File: src/rtl/exu_flush_arb.sv
// Arbitrates branch-misprediction and exception flush requests into a single IFU flush channel.
// Optional exception source enabled by defining FLUSH_ARB_EXCP_EN.
module exu_flush_arb #(
    parameter int unsigned DRAIN_CYCLES = 2,
    parameter int unsigned PC_SIZE      = 32
) (
    input  logic               clk,
    input  logic               rst_n,
    input  logic               brch_req,
    output logic               brch_ack,
    input  logic [PC_SIZE-1:0] brch_add_op1,
    input  logic [PC_SIZE-1:0] brch_add_op2,
    input  logic               excp_req,
    output logic               excp_ack,
    input  logic [PC_SIZE-1:0] excp_vec,
    output logic               flush_req,
    input  logic               flush_ack,
    output logic [PC_SIZE-1:0] flush_add_op1,
    output logic [PC_SIZE-1:0] flush_add_op2,
    output logic               flush_pulse,
    output logic               busy,
    output logic [15:0]        flush_cnt
);

    localparam int unsigned CNT_W = 16;
    localparam int unsigned DRN_W = 4;

    typedef enum logic [1:0] {
        S_IDLE  = 2'd0,
        S_REQ   = 2'd1,
        S_DRAIN = 2'd2
    } state_t;

    state_t             state_q, state_d;
    logic [PC_SIZE-1:0] op1_q, op1_d;
    logic [PC_SIZE-1:0] op2_q, op2_d;
    logic [DRN_W-1:0]   drn_q, drn_d;
    logic [CNT_W-1:0]   cnt_q;
    logic               flush_req_q;
    logic               busy_q;
    logic               idle_c;
    logic               excp_sel_c;
    logic               brch_sel_c;
    logic               pulse_c;

    // Acks are gated by rst_n so they stay low while reset is asserted.
    assign idle_c = rst_n & (state_q == S_IDLE);

`ifdef FLUSH_ARB_EXCP_EN
    assign excp_sel_c = idle_c & excp_req;
`else
    logic unused_excp;
    assign unused_excp = ^{excp_req, excp_vec};
    assign excp_sel_c  = 1'b0;
`endif

    assign brch_sel_c = idle_c & brch_req & ~excp_sel_c;
    assign pulse_c    = flush_req_q & flush_ack;

    // Next-state, operand latch and drain counter
    always_comb begin
        state_d = state_q;
        op1_d   = op1_q;
        op2_d   = op2_q;
        drn_d   = drn_q;
        unique case (state_q)
            S_IDLE: begin
                if (excp_sel_c) begin
                    op1_d   = excp_vec;
                    op2_d   = '0;
                    state_d = S_REQ;
                end else if (brch_sel_c) begin
                    op1_d   = brch_add_op1;
                    op2_d   = brch_add_op2;
                    state_d = S_REQ;
                end
            end
            S_REQ: begin
                if (flush_ack) begin
                    drn_d   = DRN_W'(DRAIN_CYCLES);
                    state_d = (DRAIN_CYCLES == 0) ? S_IDLE : S_DRAIN;
                end
            end
            S_DRAIN: begin
                drn_d = drn_q - DRN_W'(1);
                if (drn_q <= DRN_W'(1)) begin
                    state_d = S_IDLE;
                end
            end
            default: begin
                state_d = S_IDLE;
            end
        endcase
    end

    // State, operands and registered channel outputs
    always_ff @(posedge clk or negedge rst_n) begin
        if (!rst_n) begin
            state_q     <= S_IDLE;
            op1_q       <= '0;
            op2_q       <= '0;
            drn_q       <= '0;
            flush_req_q <= 1'b0;
            busy_q      <= 1'b0;
        end else begin
            state_q     <= state_d;
            op1_q       <= op1_d;
            op2_q       <= op2_d;
            drn_q       <= drn_d;
            flush_req_q <= (state_d == S_REQ);
            busy_q      <= (state_d != S_IDLE);
        end
    end

    // Saturating completed-flush counter
    always_ff @(posedge clk or negedge rst_n) begin
        if (!rst_n) begin
            cnt_q <= '0;
        end else if (pulse_c && (cnt_q != {CNT_W{1'b1}})) begin
            cnt_q <= cnt_q + CNT_W'(1);
        end
    end

    assign brch_ack      = brch_sel_c;
    assign excp_ack      = excp_sel_c;
    assign flush_req     = flush_req_q;
    assign flush_add_op1 = op1_q;
    assign flush_add_op2 = op2_q;
    assign flush_pulse   = pulse_c;
    assign busy          = busy_q;
    assign flush_cnt     = cnt_q;

endmodule

File: config.mk
export PLATFORM = sky130hd
export DESIGN_NAME = exu_flush_arb
export DESIGN_NICKNAME = d
export VERILOG_FILES = /design/src/rtl/exu_flush_arb.sv
export SDC_FILE = /design/constraint.sdc
export NUM_CORES = 1
export LEC_CHECK = 0
export CORE_MARGIN = 2
export CORE_UTILIZATION = 39
export DETAILED_ROUTE_END_ITERATION = 8
export PLACE_DENSITY = 0.8
export SLEW_MARGIN = 10
export SYNTH_ARGS = -nofsm -noshare
export SYNTH_HDL_FRONTEND = slang
export SYNTH_SLANG_ARGS = --single-unit
File: constraint.sdc
create_clock -name clk -period 2 [get_ports clk]
set_input_delay 0.2 -clock clk [delete_from_list [all_inputs] [get_ports clk]]
set_output_delay 0.2 -clock clk [all_outputs]
set_load 0.05 [all_outputs]
==> metrics.md <==
| Metric | Value |
|---|---|
| Fraction of the core area covered by cells at the end of the flow | 61.75% |
| Worst endpoint required time | 1800 ps |
| Register area share after synthesis | 62.39% |
| Primary FF master, synth | dfrtp_1 |
| Yosys warnings | 0 |
| Class of the tightest hold or removal check | input port to async pin |
| Die Footprint | 0.009828 sq mm |
| Critical Path Start Type | flip-flop |
| Number of hold-repair buffers added at the cts stage | 0 |
| First-pass iteration count of the detailed router | 4 |
| Cell at the root of the clock tree | clkbuf_8 |
| Number of CTS-inserted buffers | 9 |
| Largest delay share family, worst path | buffers and inverters |
| Antenna violations before repair | 0 |
| Starting DRT DRC Count | 71 |
| CTS max path bufs | 2 |
| Net count after synthesis | 357 |
| Htree depth | 3 |
| Unrepaired setup endpoints after global routing | false |
| First-pass GRT wire length | 13510 microns |
| Maximum clock rate | 542.8 MHz |
| Register-to-register setup slack | 190 ps |
| Drt total wl | 8066 microns |
| FF-to-FF path depth | 5 |
| Via count of the first global-routing pass | 2843 |
| Count of boundary I/O pins | 186 |
| Tightest Pin Transition | 781.1 ps |
| Area fraction in and, or, nand and nor cells after synthesis | 8.118% |
| Number of max-capacitance violations reported | 0 |
| Total of cells resized after clock tree synthesis | 0 |
| Setup_tns | 0 ps |
| CP max stage delay | 850 ps |
| Synth async-reset ratio | 100.0% |
| Routed wirelength normalized by instance count | 15.42 microns |
| Final routed DRC violation total | 0 |
| VDD IR max | 1.155 mV |
| GRT Total Usage | 17.12% |
| Final Worst Setup Slack | 157.7 ps |
| Post-synthesis compound-gate area fraction | 2.978% |
| Synthesized area | 0.003530 sq mm |
| Fraction of final layout cells sized beyond drive strength 1 | 21.93% |
| Endpoint arrival time on the critical path | 1640 ps |
| Skew-Pair Late Insertion Delay | 340 ps |
| Clock skew | 13.30 ps |
| Shortest period the worst path allows | 1842 ps |
| Final #Nets | 514 |
| Mux contribution to synthesized area | 20.74% |
| Total vias in the final route | 2594 |
| Type of destination of the critical path | output pin |
| Synth-to-layout area growth | 53.31% |
| End of the critical path | flush_cnt[3] |
| Final Hold Slack | 18.62 ps |
| Total grt overflow | 0 |
| Xor and xnor area share after synthesis | 2.730% |
| Adder-cell area share of the yosys netlist | 1.063% |
| Unique cell type count in the Yosys netlist | 36 |
| Number of register bits inferred by synthesis | 88 |
| Critical R2R Capture | flush_cnt[4] |
| Number of setup buffers added after CTS | 0 |
| Reg2reg start | flush_cnt[0] |
| Die Width | 99.14 microns |
| Clock tree from TritonCTS | done |
| Clock sinks | 88 |
| Slew Viols, Final | 0 |
| Setup violation total in the final timing report | 0 |
| HPWL after detailed placement | 5861 microns |
| Cell with the biggest individual delay on the critical path | clkdlybuf4s50_1 |
| Post-synthesis cell count | 253 |
| Post-synth EDFFs | 0 |
| Hold violation total from the final report | 0 |
| Count of port buffers added during placement | 151 |
| Cell Chain, Critical Path | clkdlybuf4s50_1 |
| Global placer's final weighted congestion | 0.7974 |
| Number of antenna repair diodes | 0 |
| Core box area | 0.008763 sq mm |
| Overall die height | 99.14 microns |
| Antenna-violating nets left | 0 |
| Number of buffers and inverters on the critical path | 1 |
| Combinational family with the most area after synthesis | multiplexers |
| PD cells | 1808 mW/mm^2 |
| Largest net degree at the start of global routing | 89 |
| Setup crit start | flush_cnt[3] |
| WS Path Type | flip-flop to output pin |
| Drt via density | 4.960 |
| Outcome | completed |
| Clock transition at the register clock pins on the worst setup and hold paths after CTS | 90 ps |
| Row count | 34 |
| Initial cell density of the core | 40.28% |
| Leak pwr | 2.251 nW |
| Period Utilization, post-route | 92.12% |
| Dpl ws | 209.6 ps |
| Crit. path cell count | 1 |
| Normalized max-slew margin | 47.92% |
| Syn avg cell area | 13.95 sq um |
| Highest net fanout along the worst path | 8 |
-- per-layer routing --
| layer | vias up | global-route usage (%) | routed length (microns) |
|---|---|---|---|
| li1 | 1209 | - | - |
| met1 | 1294 | 20.90 | 3346 |
| met2 | 85 | 29.00 | 4106 |
| met3 | 6 | 5.833 | 545 |
| met4 | 0 | 4.847 | 68 |
| met5 | - | 0 | 0 |
-- area by class of cell --
class	instances	area, sq um
Inverter	4	15.01
Timing Repair Buffer	156	1583
Fill cell	695	3352
Sequential cell	88	2205
Multi-Input combinational cell	151	1266
Tap cell	108	135.1
Clock inverter	4	52.55
Clock buffer	12	155.1
-- metrics by stage --
| stage | instance area, sq um | instances | total power, mW |
|---|---|---|---|
| final | 5411 | 523 | 9.785 |
| after global routing | 5411 | 523 | 10.25 |
| after CTS | 5408 | 523 | 9.893 |
| after detailed placement | 5200 | 507 | 8.604 |
| after global placement | 5200 | 507 | 8.486 |
| after floorplan | 3532 | 253 | 6.608 |
-- sequential cells by signal, summed over array words and instances, names as in the netlist --
name and cells:
flush_add_op1 32, flush_cnt 16, busy 1, state_q 2, flush_req 1, flush_add_op2 32, drn_q 4
-- cells in the final DEF (no fill, tap or decap), types with 2 or more instances in the layout --
cell and count:
o21ai_0 2, clkinvlp_4 3, clkdlybuf4s50_1 148, inv_1 4
dfrtp_1 86, xor2_1 6, or2_2 2, nor4_1 6
buf_4 4, and2_1 2, clkbuf_8 11, nand4_1 4
ha_1 3, xnor2_1 5, nor3_1 4, nand3_1 6
mux2_2 61, buf_12 3, nand2_1 13, mux2_1 4
nor2_1 8, a21oi_1 8, dfrtp_2 2
-- how the worst min path moves through the flow --
stage                            startpoint           endpoint  slack (ps)  cells past startpoint
final                                 rst_n           drn_q[1]          20                      2
after global routing                  rst_n           drn_q[0]          70                      2
after CTS                             rst_n  flush_add_op2[22]         200                      2
after detailed placement   flush_add_op2[3]   flush_add_op2[3]         480                      1
after global placement    flush_add_op2[11]  flush_add_op2[11]         470                      1
after floorplan                       rst_n               busy        -100                      0
-- power by group --
part	switching, mW	leakage [nW]	total [mW]	internal [mW]
logic	3.47	1.09	5.50	2.02
registers	0.472	1.07	3.03	2.55
clock network	0.613	0.0948	1.26	0.647
total	4.56	2.25	9.78	5.23
-- synthesized netlist by cell type (2+ instances only) --
master | n | area share, %
or2_2 | 2 | 0.35
dfrtp_1 | 88 | 62
mux2_1 | 4 | 1.3
nor3_1 | 5 | 0.71
buf_2 | 8 | 1.1
a21oi_1 | 8 | 1.1
nand3_1 | 6 | 0.85
o21ai_0 | 2 | 0.28
xnor2_1 | 5 | 1.2
inv_1 | 4 | 0.43
nand2_1 | 13 | 1.4
ha_1 | 3 | 1.1
nor2_1 | 8 | 0.85
nand4_1 | 4 | 0.71
mux2_2 | 61 | 19
nor4_1 | 6 | 1.1
and2_1 | 2 | 0.35
xor2_1 | 6 | 1.5
-- cell families after synthesis --
group	count (synthesis)
DFF	88
muxes	65
and+or+nand+nor	54
AOI/OAI and AO/OA	17
buffers and inverters	14
xor gates and xnor gates	11
adders and majority gates	3
other	1
No activity file was read; power rests on OpenSTA's default activity.
